File: config.mk
export PLATFORM = sky130hd
export DESIGN_NAME = mips_multicycle_ctrl_flat
export DESIGN_NICKNAME = d
export VERILOG_FILES = /design/src/rtl/mips_multicycle_ctrl_pkg.sv /design/src/rtl/mips_multicycle_ctrl_if.sv /design/src/rtl/mips_multicycle_ctrl_alu_op_decode.sv /design/src/rtl/mips_multicycle_ctrl.sv /design/src/flat_wrapper.sv
export SDC_FILE = /design/constraint.sdc
export NUM_CORES = 1
export LEC_CHECK = 0
export BUFFER_PORTS_ARGS = -buffer_cell sky130_fd_sc_hd__buf_2
export CAP_MARGIN = 20
export CORE_UTILIZATION = 24
export DETAILED_ROUTE_END_ITERATION = 10
export SYNTH_ARGS = -nofsm -noshare
export SYNTH_HDL_FRONTEND = slang
export SYNTH_SLANG_ARGS = --single-unit
File: constraint.sdc
create_clock -name clk -period 3.5 [get_ports clk]
set_input_delay 0.7 -clock clk [delete_from_list [all_inputs] [get_ports clk]]
set_output_delay 0.7 -clock clk [all_outputs]
set_load 0.02 [all_outputs]
File: src/rtl/mips_multicycle_ctrl_pkg.sv
// Shared definitions for the multi-cycle MIPS control FSM: state encoding,
// ALU operation codes, opcode/funct values and datapath select values.
package mips_ctrl_pkg;

    typedef enum logic [3:0] {
        S_FETCH     = 4'd0,
        S_DECODE    = 4'd1,
        S_MEM_ADDR  = 4'd2,
        S_MEM_READ  = 4'd3,
        S_MEM_WB    = 4'd4,
        S_MEM_WRITE = 4'd5,
        S_R_EXEC    = 4'd6,
        S_R_WB      = 4'd7,
        S_I_EXEC    = 4'd8,
        S_I_WB      = 4'd9,
        S_BRANCH    = 4'd10,
        S_JUMP      = 4'd11,
        S_TRAP      = 4'd12
    } state_t;

    // What the ALU is being used for in the current state
    typedef enum logic [2:0] {
        CLS_IDLE, CLS_PC, CLS_ADDR, CLS_R, CLS_I, CLS_CMP
    } alu_cls_t;

    localparam logic [3:0] ALU_ADD  = 4'd0;
    localparam logic [3:0] ALU_SUB  = 4'd1;
    localparam logic [3:0] ALU_SLL  = 4'd2;
    localparam logic [3:0] ALU_SRL  = 4'd3;
    localparam logic [3:0] ALU_SLT  = 4'd4;
    localparam logic [3:0] ALU_AND  = 4'd5;
    localparam logic [3:0] ALU_OR   = 4'd6;
    localparam logic [3:0] ALU_XOR  = 4'd7;
    localparam logic [3:0] ALU_SLTU = 4'd8;
    localparam logic [3:0] ALU_SRA  = 4'd9;

    localparam logic [5:0] OP_RTYPE = 6'h00;
    localparam logic [5:0] OP_J     = 6'h02;
    localparam logic [5:0] OP_JAL   = 6'h03;
    localparam logic [5:0] OP_BEQ   = 6'h04;
    localparam logic [5:0] OP_BNE   = 6'h05;
    localparam logic [5:0] OP_ADDI  = 6'h08;
    localparam logic [5:0] OP_ADDIU = 6'h09;
    localparam logic [5:0] OP_SLTI  = 6'h0a;
    localparam logic [5:0] OP_SLTIU = 6'h0b;
    localparam logic [5:0] OP_ANDI  = 6'h0c;
    localparam logic [5:0] OP_ORI   = 6'h0d;
    localparam logic [5:0] OP_XORI  = 6'h0e;
    localparam logic [5:0] OP_LUI   = 6'h0f;
    localparam logic [5:0] OP_LW    = 6'h23;
    localparam logic [5:0] OP_SW    = 6'h2b;

    localparam logic [5:0] FN_SLL  = 6'h00;
    localparam logic [5:0] FN_SRL  = 6'h02;
    localparam logic [5:0] FN_SRA  = 6'h03;
    localparam logic [5:0] FN_SLLV = 6'h04;
    localparam logic [5:0] FN_SRLV = 6'h06;
    localparam logic [5:0] FN_SRAV = 6'h07;
    localparam logic [5:0] FN_JR   = 6'h08;
    localparam logic [5:0] FN_ADD  = 6'h20;
    localparam logic [5:0] FN_ADDU = 6'h21;
    localparam logic [5:0] FN_SUB  = 6'h22;
    localparam logic [5:0] FN_SUBU = 6'h23;
    localparam logic [5:0] FN_AND  = 6'h24;
    localparam logic [5:0] FN_OR   = 6'h25;
    localparam logic [5:0] FN_XOR  = 6'h26;
    localparam logic [5:0] FN_SLT  = 6'h2a;
    localparam logic [5:0] FN_SLTU = 6'h2b;

    localparam logic [1:0] SRC_A_PC    = 2'd0;
    localparam logic [1:0] SRC_A_RS    = 2'd1;
    localparam logic [1:0] SRC_A_SHAMT = 2'd2;
    localparam logic [1:0] SRC_A_C16   = 2'd3;
    localparam logic [1:0] SRC_B_RT    = 2'd0;
    localparam logic [1:0] SRC_B_4     = 2'd1;
    localparam logic [1:0] SRC_B_IMM   = 2'd2;
    localparam logic [1:0] SRC_B_BR    = 2'd3;
    localparam logic [1:0] DST_RT      = 2'd0;
    localparam logic [1:0] DST_RD      = 2'd1;
    localparam logic [1:0] DST_R31     = 2'd2;
    localparam logic [1:0] WB_ALUOUT   = 2'd0;
    localparam logic [1:0] WB_MDR      = 2'd1;
    localparam logic [1:0] WB_PC       = 2'd2;
    localparam logic [1:0] PC_ALU      = 2'd0;
    localparam logic [1:0] PC_ALUOUT   = 2'd1;
    localparam logic [1:0] PC_JUMP     = 2'd2;
    localparam logic [1:0] PC_RS       = 2'd3;

    // R-type functs that execute through R_EXEC (jr is routed separately)
    function automatic logic r_funct_ok(input logic [5:0] f);
        case (f)
            FN_SLL, FN_SRL, FN_SRA, FN_SLLV, FN_SRLV, FN_SRAV,
            FN_ADD, FN_ADDU, FN_SUB, FN_SUBU, FN_AND, FN_OR,
            FN_XOR, FN_SLT, FN_SLTU: r_funct_ok = 1'b1;
            default:                 r_funct_ok = 1'b0;
        endcase
    endfunction

    // Immediate-ALU opcodes handled by I_EXEC
    function automatic logic i_op_ok(input logic [5:0] op);
        case (op)
            OP_ADDI, OP_ADDIU, OP_SLTI, OP_SLTIU,
            OP_ANDI, OP_ORI, OP_XORI, OP_LUI: i_op_ok = 1'b1;
            default:                          i_op_ok = 1'b0;
        endcase
    endfunction

endpackage

File: src/rtl/mips_multicycle_ctrl_if.sv
// ALU control bus between the control FSM (master) and the datapath (slave).
// The datapath returns the ALU zero flag on the same bus.
interface mips_multicycle_ctrl_if;
    logic [3:0] ctrl_alu;
    logic [1:0] alu_src_a;
    logic [1:0] alu_src_b;
    logic       imm_zext;
    logic [1:0] pc_src;
    logic       zero;

    modport master (output ctrl_alu, alu_src_a, alu_src_b, imm_zext, pc_src, input zero);
    modport slave  (input ctrl_alu, alu_src_a, alu_src_b, imm_zext, pc_src, output zero);
endinterface

File: src/rtl/mips_multicycle_ctrl_alu_op_decode.sv
// Combinational ALU operation and operand-A select from the state class
// plus the instruction's opcode/funct.
module alu_op_decode
    import mips_ctrl_pkg::*;
(
    input  alu_cls_t   cls,
    input  logic [5:0] opcode,
    input  logic [5:0] funct,
    output logic [3:0] ctrl_alu,
    output logic [1:0] alu_src_a
);

    // Per-class ALU op; idle states leave add/PC so the bus reads zero
    always_comb begin
        ctrl_alu  = ALU_ADD;
        alu_src_a = SRC_A_PC;
        case (cls)
            CLS_ADDR: alu_src_a = SRC_A_RS;
            CLS_CMP: begin
                alu_src_a = SRC_A_RS;
                ctrl_alu  = ALU_SUB;
            end
            CLS_R: begin
                alu_src_a = SRC_A_RS;
                case (funct)
                    FN_ADD, FN_ADDU: ctrl_alu = ALU_ADD;
                    FN_SUB, FN_SUBU: ctrl_alu = ALU_SUB;
                    FN_SLL:  begin ctrl_alu = ALU_SLL; alu_src_a = SRC_A_SHAMT; end
                    FN_SRL:  begin ctrl_alu = ALU_SRL; alu_src_a = SRC_A_SHAMT; end
                    FN_SRA:  begin ctrl_alu = ALU_SRA; alu_src_a = SRC_A_SHAMT; end
                    FN_SLLV: ctrl_alu = ALU_SLL;
                    FN_SRLV: ctrl_alu = ALU_SRL;
                    FN_SRAV: ctrl_alu = ALU_SRA;
                    FN_SLT:  ctrl_alu = ALU_SLT;
                    FN_SLTU: ctrl_alu = ALU_SLTU;
                    FN_AND:  ctrl_alu = ALU_AND;
                    FN_OR:   ctrl_alu = ALU_OR;
                    FN_XOR:  ctrl_alu = ALU_XOR;
                    default: ctrl_alu = ALU_ADD;
                endcase
            end
            CLS_I: begin
                alu_src_a = SRC_A_RS;
                case (opcode)
                    OP_ADDI, OP_ADDIU: ctrl_alu = ALU_ADD;
                    OP_SLTI:  ctrl_alu = ALU_SLT;
                    OP_SLTIU: ctrl_alu = ALU_SLTU;
                    OP_ANDI:  ctrl_alu = ALU_AND;
                    OP_ORI:   ctrl_alu = ALU_OR;
                    OP_XORI:  ctrl_alu = ALU_XOR;
                    OP_LUI:   begin ctrl_alu = ALU_SLL; alu_src_a = SRC_A_C16; end
                    default:  ctrl_alu = ALU_ADD;
                endcase
            end
            default: ;
        endcase
    end

endmodule

File: src/rtl/mips_multicycle_ctrl.sv
// Multi-cycle MIPS control FSM. Drives memory strobes, register-file and PC
// write enables, and the ALU control bus from the current state and IR fields.
// Optional feature macro: MIPS_CTRL_MEM_READY_EN (memory wait states).
module mips_multicycle_ctrl
    import mips_ctrl_pkg::*;
#(
    parameter logic [3:0] RESET_STATE = 4'd0
) (
    input  logic       clk,
    input  logic       rst_n,
    input  logic [5:0] opcode,
    input  logic [5:0] funct,
    input  logic       mem_ready,
    output logic       pc_we,
    output logic       ir_we,
    output logic       mem_rd,
    output logic       mem_wr,
    output logic       iord,
    output logic       reg_we,
    output logic [1:0] reg_dst,
    output logic [1:0] wb_sel,
    output logic [3:0] state,
    output logic       illegal,
    mips_multicycle_ctrl_if.master alu_bus
);

    state_t     state_q, state_d;
    alu_cls_t   cls;
    logic [1:0] src_b, pc_src;
    logic       zext;
    logic [3:0] alu_op;
    logic [1:0] src_a;

    // Memory handshake: a memory state's strobe is held and the state does
    // not advance until mem_ready is sampled high on a rising edge.
    logic mem_go;
`ifdef MIPS_CTRL_MEM_READY_EN
    assign mem_go = mem_ready;
`else
    logic unused_mem_ready;
    assign mem_go           = 1'b1;
    assign unused_mem_ready = mem_ready;
`endif

    // State register; reset aborts any instruction in flight
    always_ff @(posedge clk or negedge rst_n) begin
        if (!rst_n) state_q <= state_t'(RESET_STATE);
        else        state_q <= state_d;
    end

    // Next state and Moore outputs; everything is forced low while in reset
    always_comb begin
        state_d = state_q;
        pc_we   = 1'b0;
        ir_we   = 1'b0;
        mem_rd  = 1'b0;
        mem_wr  = 1'b0;
        iord    = 1'b0;
        reg_we  = 1'b0;
        reg_dst = DST_RT;
        wb_sel  = WB_ALUOUT;
        src_b   = SRC_B_RT;
        pc_src  = PC_ALU;
        zext    = 1'b0;
        illegal = 1'b0;
        cls     = CLS_IDLE;
        if (rst_n) begin
            case (state_q)
                S_FETCH: begin
                    mem_rd = 1'b1;
                    ir_we  = mem_go;
                    pc_we  = mem_go;
                    src_b  = SRC_B_4;
                    cls    = CLS_PC;
                    if (mem_go) state_d = S_DECODE;
                end
                S_DECODE: begin
                    src_b = SRC_B_BR;
                    cls   = CLS_PC;
                    case (opcode)
                        OP_LW, OP_SW:   state_d = S_MEM_ADDR;
                        OP_BEQ, OP_BNE: state_d = S_BRANCH;
                        OP_J, OP_JAL:   state_d = S_JUMP;
                        OP_RTYPE: begin
                            if (funct == FN_JR)         state_d = S_JUMP;
                            else if (r_funct_ok(funct)) state_d = S_R_EXEC;
                            else                        state_d = S_TRAP;
                        end
                        default: state_d = i_op_ok(opcode) ? S_I_EXEC : S_TRAP;
                    endcase
                end
                S_MEM_ADDR: begin
                    src_b   = SRC_B_IMM;
                    cls     = CLS_ADDR;
                    state_d = (opcode == OP_LW) ? S_MEM_READ : S_MEM_WRITE;
                end
                S_MEM_READ: begin
                    iord   = 1'b1;
                    mem_rd = 1'b1;
                    if (mem_go) state_d = S_MEM_WB;
                end
                S_MEM_WB: begin
                    reg_we  = 1'b1;
                    reg_dst = DST_RT;
                    wb_sel  = WB_MDR;
                    state_d = S_FETCH;
                end
                S_MEM_WRITE: begin
                    iord   = 1'b1;
                    mem_wr = 1'b1;
                    if (mem_go) state_d = S_FETCH;
                end
                S_R_EXEC: begin
                    src_b   = SRC_B_RT;
                    cls     = CLS_R;
                    state_d = S_R_WB;
                end
                S_R_WB: begin
                    reg_we  = 1'b1;
                    reg_dst = DST_RD;
                    wb_sel  = WB_ALUOUT;
                    state_d = S_FETCH;
                end
                S_I_EXEC: begin
                    src_b   = SRC_B_IMM;
                    cls     = CLS_I;
                    zext    = (opcode == OP_ANDI) || (opcode == OP_ORI) ||
                              (opcode == OP_XORI) || (opcode == OP_LUI);
                    state_d = S_I_WB;
                end
                S_I_WB: begin
                    reg_we  = 1'b1;
                    reg_dst = DST_RT;
                    state_d = S_FETCH;
                end
                S_BRANCH: begin
                    src_b   = SRC_B_RT;
                    cls     = CLS_CMP;
                    pc_src  = PC_ALUOUT;
                    pc_we   = (opcode == OP_BEQ) ? alu_bus.zero : ~alu_bus.zero;
                    state_d = S_FETCH;
                end
                S_JUMP: begin
                    pc_we  = 1'b1;
                    pc_src = (opcode == OP_RTYPE) ? PC_RS : PC_JUMP;
                    if (opcode == OP_JAL) begin
                        reg_we  = 1'b1;
                        reg_dst = DST_R31;
                        wb_sel  = WB_PC;
                    end
                    state_d = S_FETCH;
                end
                S_TRAP: illegal = 1'b1;
                default: state_d = S_TRAP;
            endcase
        end
    end

    alu_op_decode u_alu_op_decode (
        .cls       (cls),
        .opcode    (opcode),
        .funct     (funct),
        .ctrl_alu  (alu_op),
        .alu_src_a (src_a)
    );

    assign state             = state_q;
    assign alu_bus.ctrl_alu  = alu_op;
    assign alu_bus.alu_src_a = src_a;
    assign alu_bus.alu_src_b = src_b;
    assign alu_bus.imm_zext  = zext;
    assign alu_bus.pc_src    = pc_src;

endmodule

File: src/flat_wrapper.sv
// flat-port wrapper written by rule: the top's interface ports become plain ports
module mips_multicycle_ctrl_flat import mips_ctrl_pkg::*;
#(
    parameter logic [3:0] RESET_STATE = 4'd0
)
  (clk, rst_n, opcode, funct, mem_ready, pc_we, ir_we, mem_rd, mem_wr, iord, reg_we, reg_dst, wb_sel, state, illegal, alu_bus_ctrl_alu, alu_bus_alu_src_a, alu_bus_alu_src_b, alu_bus_imm_zext, alu_bus_pc_src, alu_bus_zero);
  mips_multicycle_ctrl_if alu_bus_i ();
  input  logic clk;
  input  logic rst_n;
  input  logic [5:0] opcode;
  input  logic [5:0] funct;
  input  logic mem_ready;
  output logic pc_we;
  output logic ir_we;
  output logic mem_rd;
  output logic mem_wr;
  output logic iord;
  output logic reg_we;
  output logic [1:0] reg_dst;
  output logic [1:0] wb_sel;
  output logic [3:0] state;
  output logic illegal;
  output wire logic [$bits(alu_bus_i.ctrl_alu)-1:0] alu_bus_ctrl_alu;
  output wire logic [$bits(alu_bus_i.alu_src_a)-1:0] alu_bus_alu_src_a;
  output wire logic [$bits(alu_bus_i.alu_src_b)-1:0] alu_bus_alu_src_b;
  output wire logic [$bits(alu_bus_i.imm_zext)-1:0] alu_bus_imm_zext;
  output wire logic [$bits(alu_bus_i.pc_src)-1:0] alu_bus_pc_src;
  input wire logic [$bits(alu_bus_i.zero)-1:0] alu_bus_zero;
  assign alu_bus_ctrl_alu = alu_bus_i.ctrl_alu;
  assign alu_bus_alu_src_a = alu_bus_i.alu_src_a;
  assign alu_bus_alu_src_b = alu_bus_i.alu_src_b;
  assign alu_bus_imm_zext = alu_bus_i.imm_zext;
  assign alu_bus_pc_src = alu_bus_i.pc_src;
  assign alu_bus_i.zero = alu_bus_zero;
  mips_multicycle_ctrl #(.RESET_STATE(RESET_STATE)) u_core (.clk(clk), .rst_n(rst_n), .opcode(opcode), .funct(funct), .mem_ready(mem_ready), .pc_we(pc_we), .ir_we(ir_we), .mem_rd(mem_rd), .mem_wr(mem_wr), .iord(iord), .reg_we(reg_we), .reg_dst(reg_dst), .wb_sel(wb_sel), .state(state), .illegal(illegal), .alu_bus(alu_bus_i));
endmodule
== After elaboration in Yosys (flattened, before gate mapping) ==
Memory sizes are Yosys's and may differ from the RTL's.
Cells that the tools add are included.
Operators by class
  $lt $le $gt $ge: 0
  bitwise logic cells: 2
  $add $sub $neg: 0
  equal/unequal tests: 41
  divide/modulo/power cells: 0
  reduce and logical (&&, ||, !) cells: 25
  muxes and demuxes: 50
  $mul: 0
  shifts and indexed selects: 0
Operators by type and width (number)
  $eq 6x6->1 const B: 9
  $eq 6x4->1 const B: 7
  $pmux 4 s9: 1
  $pmux 4 s8: 1
  $eq 6x3->1 const B: 5
  $reduce_or 2->1: 13
  $mux 1: 25
  $eq 6x2->1 const B: 4
  $pmux 4 s6: 1
  $eq 4x4->1 const B: 5
  $eq 4x3->1 const B: 4
  $pmux 4 s4: 1
  $pmux 3 s5: 1
  $mux 2: 7
  $logic_not 6->1: 2
  $pmux 2 s2: 3
  $pmux 2 s3: 2
  $pmux 4 s3: 1
  $mux 3: 3
  $eq 4x2->1 const B: 2
  $mux 4: 2
  $reduce_or 7->1: 1
  $eq 3x2->1 const B: 2
  $eq 3x3->1 const B: 2
  other kinds (9): 14
Storage, ports and cells
  logic and storage cells: 121
  memory bits (writable): 0
  output and inout bits: 26
  bits of input ports: 16
  latch bits: 0
  ROM bits: 80
  memories kept: 2
  register bits: 4
Memories
  (name not given): depth 64, bits a word 1, rd ports 1, clocked after memory_dff 0, write ports 0, line mips_multicycle_ctrl_pkg.sv:91  | case (f)
  (name not given): depth 16, bits a word 1, rd ports 1, clocked after memory_dff 0, write ports 0, line mips_multicycle_ctrl_pkg.sv:101  | case (op)

== Depth between registers and ports, before layout ==
Gate-level depths: netlist of run 1.
  depth in word-level cells: 9
  mapped depth: 6
  gate-level depth less buffers: 4

== Cells and area by module ==
From an unflattened synthesis of run 1, not the netlist that was laid out.
Unflattened totals
  cells, all modules: 140
  area, all modules: 923.4 µm²
Modules (own cells, without submodules)
  mips_multicycle_ctrl: instances 1, cells each 102, seq. area each 100.1 µm², area each 678.2 µm²
  alu_op_decode: instances 1, cells each 38, seq. area each 0.0 µm², area each 245.2 µm²

== Worst setup path after synthesis of run 1 ==
No wires, ideal clock.
  kind: input port to output port
  from: input opcode[3]
  to: output reg_dst[1]
  arrival: 2.199 ns
  setup slack: 0.601 ns
  stages on the path: 4
  required time: 2.800 ns
  buffers on the path: 2
  path through: buf_6 or4_4 buf_6 nor4_1
On the way
  word-level cells in the longest chain between the ends: 4
Ends and longest elaborated chain
  start: declaration: line flat_wrapper.sv:10  | input logic [5:0] opcode;
  $eq 6x2->1: line mips_multicycle_ctrl.sv:146  | if (opcode == OP_JAL) begin
  $mux 2: line mips_multicycle_ctrl.sv:146
  $pmux 2 s2: line mips_multicycle_ctrl.sv:68  | case (state_q)
  $mux 2: line mips_multicycle_ctrl.sv:67  | if (rst_n) begin
  end: declaration: line flat_wrapper.sv:19  | output logic [1:0] reg_dst;
Every way passes these cells.

== Worst setup path after layout of run 1 ==
  from: register u_core.state_q[0], in the netlist u_core.state[0]
  to: output alu_bus_ctrl_alu[0]
On the way
  word-level cells in the longest chain between the ends: 6
  elaborated cells on any way between the ends: 13
  those cells by class: eq/ne: 8; mux: 3; reduce/logical: 2
Ends and longest elaborated chain
  start: declaration: line mips_multicycle_ctrl.sv:27  | state_t state_q, state_d;
  start signal: assignment: line mips_multicycle_ctrl.sv:47  | if (!rst_n) state_q <= state_t'(RESET_STATE);
  start signal: assignment: line mips_multicycle_ctrl.sv:48  | else state_q <= state_d;
  $eq 4x1->1 or $logic_not 4->1 (tied branches): line mips_multicycle_ctrl.sv:68
  $reduce_or 2->1 (no source line)
  $pmux 3 s5 (*): line mips_multicycle_ctrl.sv:68
  $mux 3 (*): line mips_multicycle_ctrl.sv:67
  $eq 3x3->1 or $eq 3x2->1 (tied branches): line mips_multicycle_ctrl_alu_op_decode.sv:17  | case (cls)
  $pmux 4 s3 (*): line mips_multicycle_ctrl_alu_op_decode.sv:17
  end: declaration: line flat_wrapper.sv:23  | output wire logic [$bits(alu_bus_i.ctrl_alu)-1:0] alu_bus_ctrl_alu;
Every way passes the cells marked *; elsewhere a longest branch is shown, timed or not.

==> results of run 1 <==
## kinds of logic (layout without fill, tap and decap cells)
family,Yosys count,in the layout,synth area share
simple gates,75,75,0.460
compound gates,44,44,0.298
buf+inv,22,53,0.101
flops,4,4,0.101
xor+xnor,2,2,0.0177
mux,2,2,0.0215
## power by group
group	total (uW)	internal, uW	switching (uW)
Sequential	95.0	62.9	32.1
Combinational	410	149	260
Clock	93.9	73.0	20.8
Total	599	285	313
## worst max-delay path: stages, from the launching register on
cell and delay, ns:
dfrtp_1 0.57, nor2b_1 0.30, and4_1 0.33, or4b_1 0.49, o31ai_1 0.09, buf_2 0.21
## worst max path at each step
stage                    start                   to  slack (ns)  cells past startpoint
3_3_place_gp             rst_n  alu_bus_ctrl_alu[0]        0.66                      6
4_1_cts        u_core.state[0]  alu_bus_ctrl_alu[0]        0.59                      5
5_1_grt        u_core.state[0]  alu_bus_ctrl_alu[0]        0.43                      5
3_5_place_dp             rst_n  alu_bus_ctrl_alu[0]        0.69                      6
6_report       u_core.state[0]  alu_bus_ctrl_alu[0]        0.60                      5
2_1_floorplan        opcode[3]           reg_dst[1]        0.60                      4
## placed cells by master, fill, tap and decap left out, types with 3 or more instances in the layout
master    synthesis  final
inv_1             6      6
nor2_1           18     18
buf_2             2     40
a21oi_1          11     11
a221o_1           3      3
nand3b_1          3      3
o21ai_0          10     10
nor4_1            4      4
a21o_1            3      3
dfrtp_1           4      4
nor2b_1           6      6
buf_4             0      4
nand2b_1          6      6
nand2_1          12     12
clkbuf_8          0      3
nor3_1            7      7
## stage by stage
step	setup WS [ns]	total power (uW)
after detailed placement	0.686	507
final	0.600	599
after global placement	0.657	502
after global routing	0.431	657
after CTS	0.592	604
after floorplan	0.601	390
## per-layer routing
layer	vias up	global-route usage	wire length (um)
met2	46	0.202	1300
met3	4	0.0190	209
met1	557	0.218	1500
met4	0	0.0319	21
met5	-	0	0
li1	615	-	-
## final cells by class
cell class / count / area share
timing repair buffer: 44 / 0.185
sequential: 4 / 0.0805
inverter: 6 / 0.0181
multi-input combinational: 123 / 0.635
clock buffer: 3 / 0.0332
tap: 48 / 0.0483
==> summary.md, run 1 <==
| Metric | Value |
|---|---|
| ANT nets after route | 0 |
| Syn avg cell area | about 6.6 um2 |
| Initial Utilization | 0.261 |
| Initial antenna violation count | 0 |
| Peak VDD IR | roughly 190 uV |
| Share of the synthesized area in the top cell type | 0.101 |
| Largest area contributor in the netlist | dfrtp_1 |
| Final hold slack | around 0.42 ns |
| First-pass GRT wire length | 4910 um |
| Post-Syn Area | 990 um2 |
| Critical R2R Capture | u_core.state[3] |
| Cts hold-fix bufs | 0 |
| Max reg flops | 4 |
| Achievable Freq | 0.345 GHz |
| WL final | slightly above 3000 um |
| Max_slew headroom | 0.595 |
| Final worst-path cycle share | 0.828 |
| Syn. warnings | 0 |
| Cells after Synth | 149 |
| Final Hold Viols | 0 |
| Layout Cells excl Fill | 228 |
| Status | finished clean |
| IO Pins | 42 |
| Main synth FF type | dfrtp_1 |
| First-pass DRT Iterations | 4 |
| Post-CTS Setup Bufs | 0 |
| Reg2reg setup slack | 1.85 ns |
| Worst-margin pin slew | 0.592 ns |
| Clock Path Buffers | 2 |
| Reg clk slew, reported paths | 0.03 ns |
| Die Area | 4380 um2 |
| Ys async rst share | 1.00 |
| Pleak | 0.000598 uW |
| Setup TNS | 0 ns |
| Share of layout cells above drive strength 1 | 0.300 |
| Setup Viol. Count Final | 0 |
| Hold Crit Class | input pin to async pin |
| Layout net count | 198 |
| Slew Viols, Final | 0 |
| FF/Latch Area | 100 um2 |
| Pwr Density | between 400 and 500 nW/um2 |
| Vias per inst | 5.36 |
| Syn nets | 165 |
| CTS Buf Count | 3 |
| Multi-input gate area | around 790 um2 |
| Via count | between 1k and 1.5k |
| Post-synth EDFFs | 0 |
| Synth top cells by count | 18 x nor2_1, 12 x nand2_1, 11 x a21oi_1, 10 x clkbuf_1, 10 x o21ai_0 |
| Min Tclk post-route | 2.90 ns |
| Area growth from synthesis to layout | 25.7% |
| Buffers on Ports | 40 |
| Wire per inst | approximately 13 um |
| CTS root buffer | clkbuf_8 |
| Routability cong. | 0.792 |
| CTS tree | yes |
| Critical path endpoint category | output port |
| GRT Residual Overflow | 0 |
| Top-count cell post-synth | nor2_1 |
| Reg2reg start | u_core.state[0] |
| Critical path peak fanout | 18 |
| Post-route cell area | 1240 um2 |
| N_diodes | 0 |
| Final Skew | 0.00114 ns |
| CP required | roughly 2.8 ns |
| Synth area leaders | dfrtp_1 10%, nor2_1 6.8%, a21oi_1 5.6%, o21ai_0 5.1%, nand2_1 4.6% |
| All-layer global routing usage | 0.142 |
| RSZ-0062 raised after global routing | false |
| HPWL Detailed | 2310 um |
| DRC Markers | 0 |
| Vias in the first global route | 1028 |
| Synthesized flop and latch total | 4 |
| Reg2Reg Depth | 3 |
| Core area | 3800 um2 |
| Sequential share of the synthesized area | 0.101 |
| FILL cells | around 450 |
| CP arrival | 2.20 ns |
| Final core utilization | 0.327 |
| Clock sinks | 4 |
| Die X | 66.2 um |
| Largest net degree at the start of global routing | 20 |
| Distinct cells, synth | 45 |
| Post-cts resize count | 0 |
| Num rows | 22 |
| Die Ht | 66.2 um |
| Max_cap viols | 0 |
| CP startpoint kind | flop |
| DP Area | 1200 um2 |
| CP Class | flop to output port |
| Post-Place Cells | 225 |
| H-tree Lvls | 1 |
| Initial drt markers | 65 |
| Worst-skew pair later-pin latency | 0.21 ns |
(Power assumes the default switching activity.)
==> inputs of run 2 (changes only) <==
==> constraint.sdc (replaced) <==
create_clock -name clk -period 2.9 [get_ports clk]
set_input_delay 0.58 -clock clk [delete_from_list [all_inputs] [get_ports clk]]
set_output_delay 0.58 -clock clk [all_outputs]
set_load 0.02 [all_outputs]
==> summary.md, run 2 (synthesis results as in run 1) <==
| Metric | Value |
|---|---|
| Critical path peak fanout | 10 (-8) |
| Critical R2R Capture | u_core.state[3] |
| DRC Markers | 0 (unchanged) |
| CP Class | input pin to output port |
| GRT Residual Overflow | 0 (unchanged) |
| Max_cap viols | 0 (unchanged) |
| Reg2reg start | u_core.state[3] |
| Clock sinks | 4 (unchanged) |
| Buffers on Ports | 40 (unchanged) |
| CP startpoint kind | input pin |
| Share of layout cells above drive strength 1 | 0.308 (+0.00769) |
| Achievable Freq | 0.392 GHz |
| RSZ-0062 raised after global routing | false |
| CP arrival | 1.97 ns (-0.23 ns) |
| Area growth from synthesis to layout | 27.2% |
| Vias per inst | 5.39 (+0.59%) |
| CTS root buffer | clkbuf_8 |
| Most frequent cells in the layout | 40 x buf_2, 18 x nor2_1, 12 x nand2_1 |
| Max reg flops | 4 (unchanged) |
| All-layer global routing usage | 0.150 (+0.00828) |
| Status | finished clean |
| IO Pins | 42 (unchanged) |
| Crit path to | pc_we |
| ANT nets after route | 0 (unchanged) |
| H-tree Lvls | 1 (unchanged) |
| Num rows | 22 (unchanged) |
| Setup Viol. Count Final | 0 (unchanged) |
| Peak VDD IR | 235 uV (+21%) |
| Worst-skew pair later-pin latency | 0.21 ns (about the same) |
| Core area | 3800 um2 (unchanged) |
| Min Tclk post-route | 2.55 ns |
| HPWL Detailed | 2370 um (+2.4%) |
| Final worst slack | 0.346 ns (-0.254 ns) |
| CTS tree | yes |
| Post-Place Cells | 227 (+0.89%) |
| Met1 Usage GRT | 0.200 (-0.0181) |
| Routability cong. | 0.789 (-0.34%) |
| Setup TNS | 0 ns (unchanged) |
| Pwr Density | 585 nW/um2 (+22%) |
| N_diodes | 0 (unchanged) |
| Max_slew headroom | 0.569 (-0.0266) |
| Die Area | 4380 um2 (unchanged) |
| Reg2Reg Depth | 4 (+1) |
| Vias in the first global route | 1149 (+12%) |
| Initial Utilization | 0.261 (unchanged) |
| Die X | 66.2 um (unchanged) |
| First-pass DRT Iterations | 4 (unchanged) |
| Hold Crit Class | input pin to async pin |
| Cts hold-fix bufs | 0 (unchanged) |
| Commonest non-fill, non-tap cell in the layout | buf_2 |
| Initial antenna violation count | 0 (unchanged) |
| Routing usage on met2 | 0.245 (+0.0434) |
| Die Ht | 66.2 um (unchanged) |
| Via count | 1240 (+1.5%) |
| Final Hold Viols | 0 (unchanged) |
| Largest net degree at the start of global routing | 19 (-5.0%) |
| Clock Path Buffers | 2 (unchanged) |
| Wire per inst | 13.3 um (about the same) |
| GRT Max-Usage Layer | met2 |
| WL final | 3060 um (+0.89%) |
| Post-cts resize count | 0 (unchanged) |
| Post-place setup slack | 0.335 ns (-0.351 ns) |
| CTS Buf Count | 3 (unchanged) |
| Crit path from | opcode[1] |
| Final worst-path cycle share | 0.881 |
| GR Util met3 | 0.0310 (+0.0121) |
| Reg2reg setup slack | 1.41 ns (-0.44 ns) |
| First-pass GRT wire length | 5210 um (+6.2%) |
| Pleak | 0.000609 uW (+1.8%) |
| CP required | 2.32 ns (-0.48 ns) |
| Final Skew | 0.000419 ns (-0.000721 ns) |
| Reg clk slew, reported paths | 0.03 ns (about the same) |
| Slew Viols, Final | 0 (unchanged) |
| Layout net count | 200 (+1.0%) |
| Layout Cells excl Fill | 230 (+0.88%) |
| FILL cells | 435 (-2.2%) |
| Initial drt markers | 56 (-14%) |
| Critical path endpoint category | output port |
| Worst-margin pin slew | 0.631 ns (+0.0390 ns) |
| Post-CTS Setup Bufs | 0 (unchanged) |
-- run 2: changes by cell type in the layout (fill, tap and decap cells not counted) --
cell | previous run | this run
buf_4 | 4 | 6
-- run 2: per-layer routing --
metal,vias up,wire (um),share of wire
met5,-,0,0
met4,0,8,0.0026
met3,2,196,0.064
met2,43,1360,0.44
met1,575,1500,0.49
li1,620,-,-
-- run 2: cell type report --
class	count	area, um2	share of cell area
multi-input combinational	123	790	0.627
tap	48	60.1	0.0477
sequential	4	100	0.0795
timing repair buffer	46	245	0.195
clock buffer	3	41.3	0.0328
inverter	6	22.5	0.0179
-- run 2: report_power, final --
part / leakage [uW] / internal, uW / switching [uW]
Sequential: 0.0000504 / 76.3 / 10.5
Clock: 0.0000216 / 88.4 / 27.2
Combinational: 0.000537 / 189 / 345
-- run 2: critical path: stages --
cell and delay [ns]:
buf_2 0.15, or4_1 0.54, or3_1 0.31, a21oi_1 0.17
o21bai_1 0.07, buf_2 0.15
-- run 2: metrics by stage --
stage / hold slack (ns) / total power [uW] / cell area (um2) / util
after floorplan: 0.284 / 471 / 990 / -
after global placement: 0.521 / 616 / 1220 / 0.320
after CTS: 0.293 / 742 / 1260 / 0.331
after global routing: 0.304 / 808 / 1260 / 0.331
after detailed placement: 0.517 / 621 / 1220 / 0.320
final: 0.296 / 737 / 1260 / 0.331
-- run 2: how the worst min path moves through the flow --
stage	to	from
detailed placement	u_core.state[0]	rst_n
CTS	u_core.state[0]	rst_n
global placement	u_core.state[0]	rst_n
finish	u_core.state[0]	rst_n
global route	u_core.state[0]	rst_n
floorplan	u_core.state[0]	rst_n
==> inputs of run 3 (changes only) <==
--- a/config.mk
+++ b/config.mk
@@ -7,6 +7,7 @@
 export LEC_CHECK = 0
 export BUFFER_PORTS_ARGS = -buffer_cell sky130_fd_sc_hd__buf_2
 export CAP_MARGIN = 20
+export CORE_MARGIN = 8
 export CORE_UTILIZATION = 24
 export DETAILED_ROUTE_END_ITERATION = 10
 export SYNTH_ARGS = -nofsm -noshare
==> summary.md, run 3 (synthesis results as in run 1) <==
| Metric | Value |
|---|---|
| Status | finished clean |
| CP Class | input pin to output port |
| Largest net degree at the start of global routing | 19 (unchanged) |
| Worst-skew pair later-pin latency | 0.22 ns (about the same) |
| Worst-margin pin slew | 0.388 ns (-0.243 ns) |
| Die Area | 6430 um2 (+47%) |
| Max_cap viols | 0 (unchanged) |
| Share of layout cells above drive strength 1 | 0.308 (unchanged) |
| Slew Viols, Final | 0 (unchanged) |
| Cts hold-fix bufs | 0 (unchanged) |
| FILL cells | 472 (+8.5%) |
| CP arrival | 1.99 ns (+0.02 ns) |
| Clock Path Buffers | 2 (unchanged) |
| GRT Residual Overflow | 0 (unchanged) |
| Routability cong. | 0.821 (+4.1%) |
| CTS tree | yes |
| Layout net count | 200 (unchanged) |
| GR Util met3 | 0.0268 (-0.00425) |
| H-tree Lvls | 1 (unchanged) |
| All-layer global routing usage | 0.102 (-0.0478) |
| Critical path peak fanout | 10 (unchanged) |
| HPWL Detailed | 2600 um (+9.8%) |
| Pwr Density | 589 nW/um2 (+0.66%) |
| Vias per inst | 5.27 (-2.2%) |
| Wire per inst | 14.4 um (+8.0%) |
| N_diodes | 0 (unchanged) |
| Die Ht | 80.2 um (+21%) |
| Vias in the first global route | 1153 (+0.35%) |
| CP required | 2.32 ns (about the same) |
| Final Skew | 0.000347 ns (-0.0000725 ns) |
| WL final | 3340 um (+9.0%) |
| Final hold slack | 0.291 ns (-0.00412 ns) |
| RSZ-0062 raised after global routing | false |
| Final Hold Viols | 0 (unchanged) |
| Routing usage on met2 | 0.167 (-0.0776) |
| DRC Markers | 0 (unchanged) |
| Post-CTS Setup Bufs | 0 (unchanged) |
| CTS Buf Count | 3 (unchanged) |
| Post-cts resize count | 0 (unchanged) |
| Setup Viol. Count Final | 0 (unchanged) |
| First-pass GRT wire length | 5440 um (+4.5%) |
| Initial antenna violation count | 0 (unchanged) |
| Area growth from synthesis to layout | 27.4% |
| CTS root buffer | clkbuf_8 |
| Max_slew headroom | 0.735 (+0.166) |
| Setup TNS | 0 ns (unchanged) |
| Critical path endpoint category | output port |
| Initial drt markers | 127 (+130%) |
| Min Tclk post-route | 2.57 ns (+0.0132 ns) |
| Achievable Freq | 0.390 GHz (-0.51%) |
| Met1 Usage GRT | 0.132 (-0.0686) |
| Post-route cell area | 1260 um2 (+0.20%) |
| ANT nets after route | 0 (unchanged) |
| DP Area | 1220 um2 (+0.21%) |
| CP startpoint kind | input pin |
| Via count | 1223 (-1.4%) |
| Pleak | 0.000609 uW (about the same) |
| Core area | 3970 um2 (+4.5%) |
| Tot Pwr | 743 uW (+0.86%) |
| Initial Utilization | 0.249 (-0.0113) |
| Max reg flops | 4 (unchanged) |
| Num rows | 23 (+4.5%) |
| Final worst-path cycle share | 0.885 (+0.00454) |
| GRT Max-Usage Layer | met2 |
| Die X | 80.2 um (+21%) |
| Commonest non-fill, non-tap cell in the layout | buf_2 |
| First-pass DRT Iterations | 4 (unchanged) |
| Buffers on Ports | 40 (unchanged) |
| IO Pins | 42 (unchanged) |
| Hold Crit Class | input pin to async pin |
| Reg clk slew, reported paths | 0.03 ns (about the same) |
| Clock sinks | 4 (unchanged) |
| Most frequent cells in the layout | 40 x buf_2, 18 x nor2_1, 12 x nand2_1 |
| Peak VDD IR | 194 uV (-17%) |
==> run 3: power by group <==
group          switching (uW)  internal, uW  total, uW
logic                     349           189        538
registers                9.53          76.3       85.8
clock network            30.3          88.6        119
==> run 3: cell type report <==
cell class              count  area, um2  area share
multi-input cells         123        790       0.626
inverters                   6       22.5      0.0179
clock buffers               3       41.3      0.0327
repair buffers             46        245       0.194
well taps                  50       62.6      0.0496
flip-flops and latches      4        100      0.0794
==> run 3: per-stage QoR <==
step	util	setup WS [ns]	std cells
after floorplan	-	0.241	149
after global placement	0.307	0.325	229
after detailed placement	0.307	0.330	229
after CTS	0.318	0.326	232
after global routing	0.318	0.252	232
final	0.318	0.333	232
==> run 3: critical path, stage by stage <==
cell      delay, ns
buf_2          0.15
or4_1          0.55
or3_1          0.32
a21oi_1        0.15
o21bai_1       0.07
buf_2          0.16
==> run 3: per-layer routing <==
| layer | part of all wire | vias up | wire [um] |
|---|---|---|---|
| met5 | 0 | - | 0 |
| met4 | 0.0012 | 0 | 4 |
| met3 | 0.053 | 2 | 178 |
| met2 | 0.47 | 31 | 1570 |
| met1 | 0.47 | 572 | 1580 |
| li1 | - | 618 | - |
==> run 3: final timing paths <==
check / from / to / slack, ns / depth (start not counted)
max in group asynchronous: rst_n / u_core.state[3] / 2.46 / 2
max: opcode[1] / pc_we / 0.33 / 6
max reg2reg: u_core.state[3] / u_core.state[3] / 1.41 / 4
min reg2reg: u_core.state[0] / u_core.state[0] / 0.76 / 2
min: rst_n / u_core.state[0] / 0.29 / 2
min in group clk: opcode[4] / u_core.state[3] / 0.75 / 3
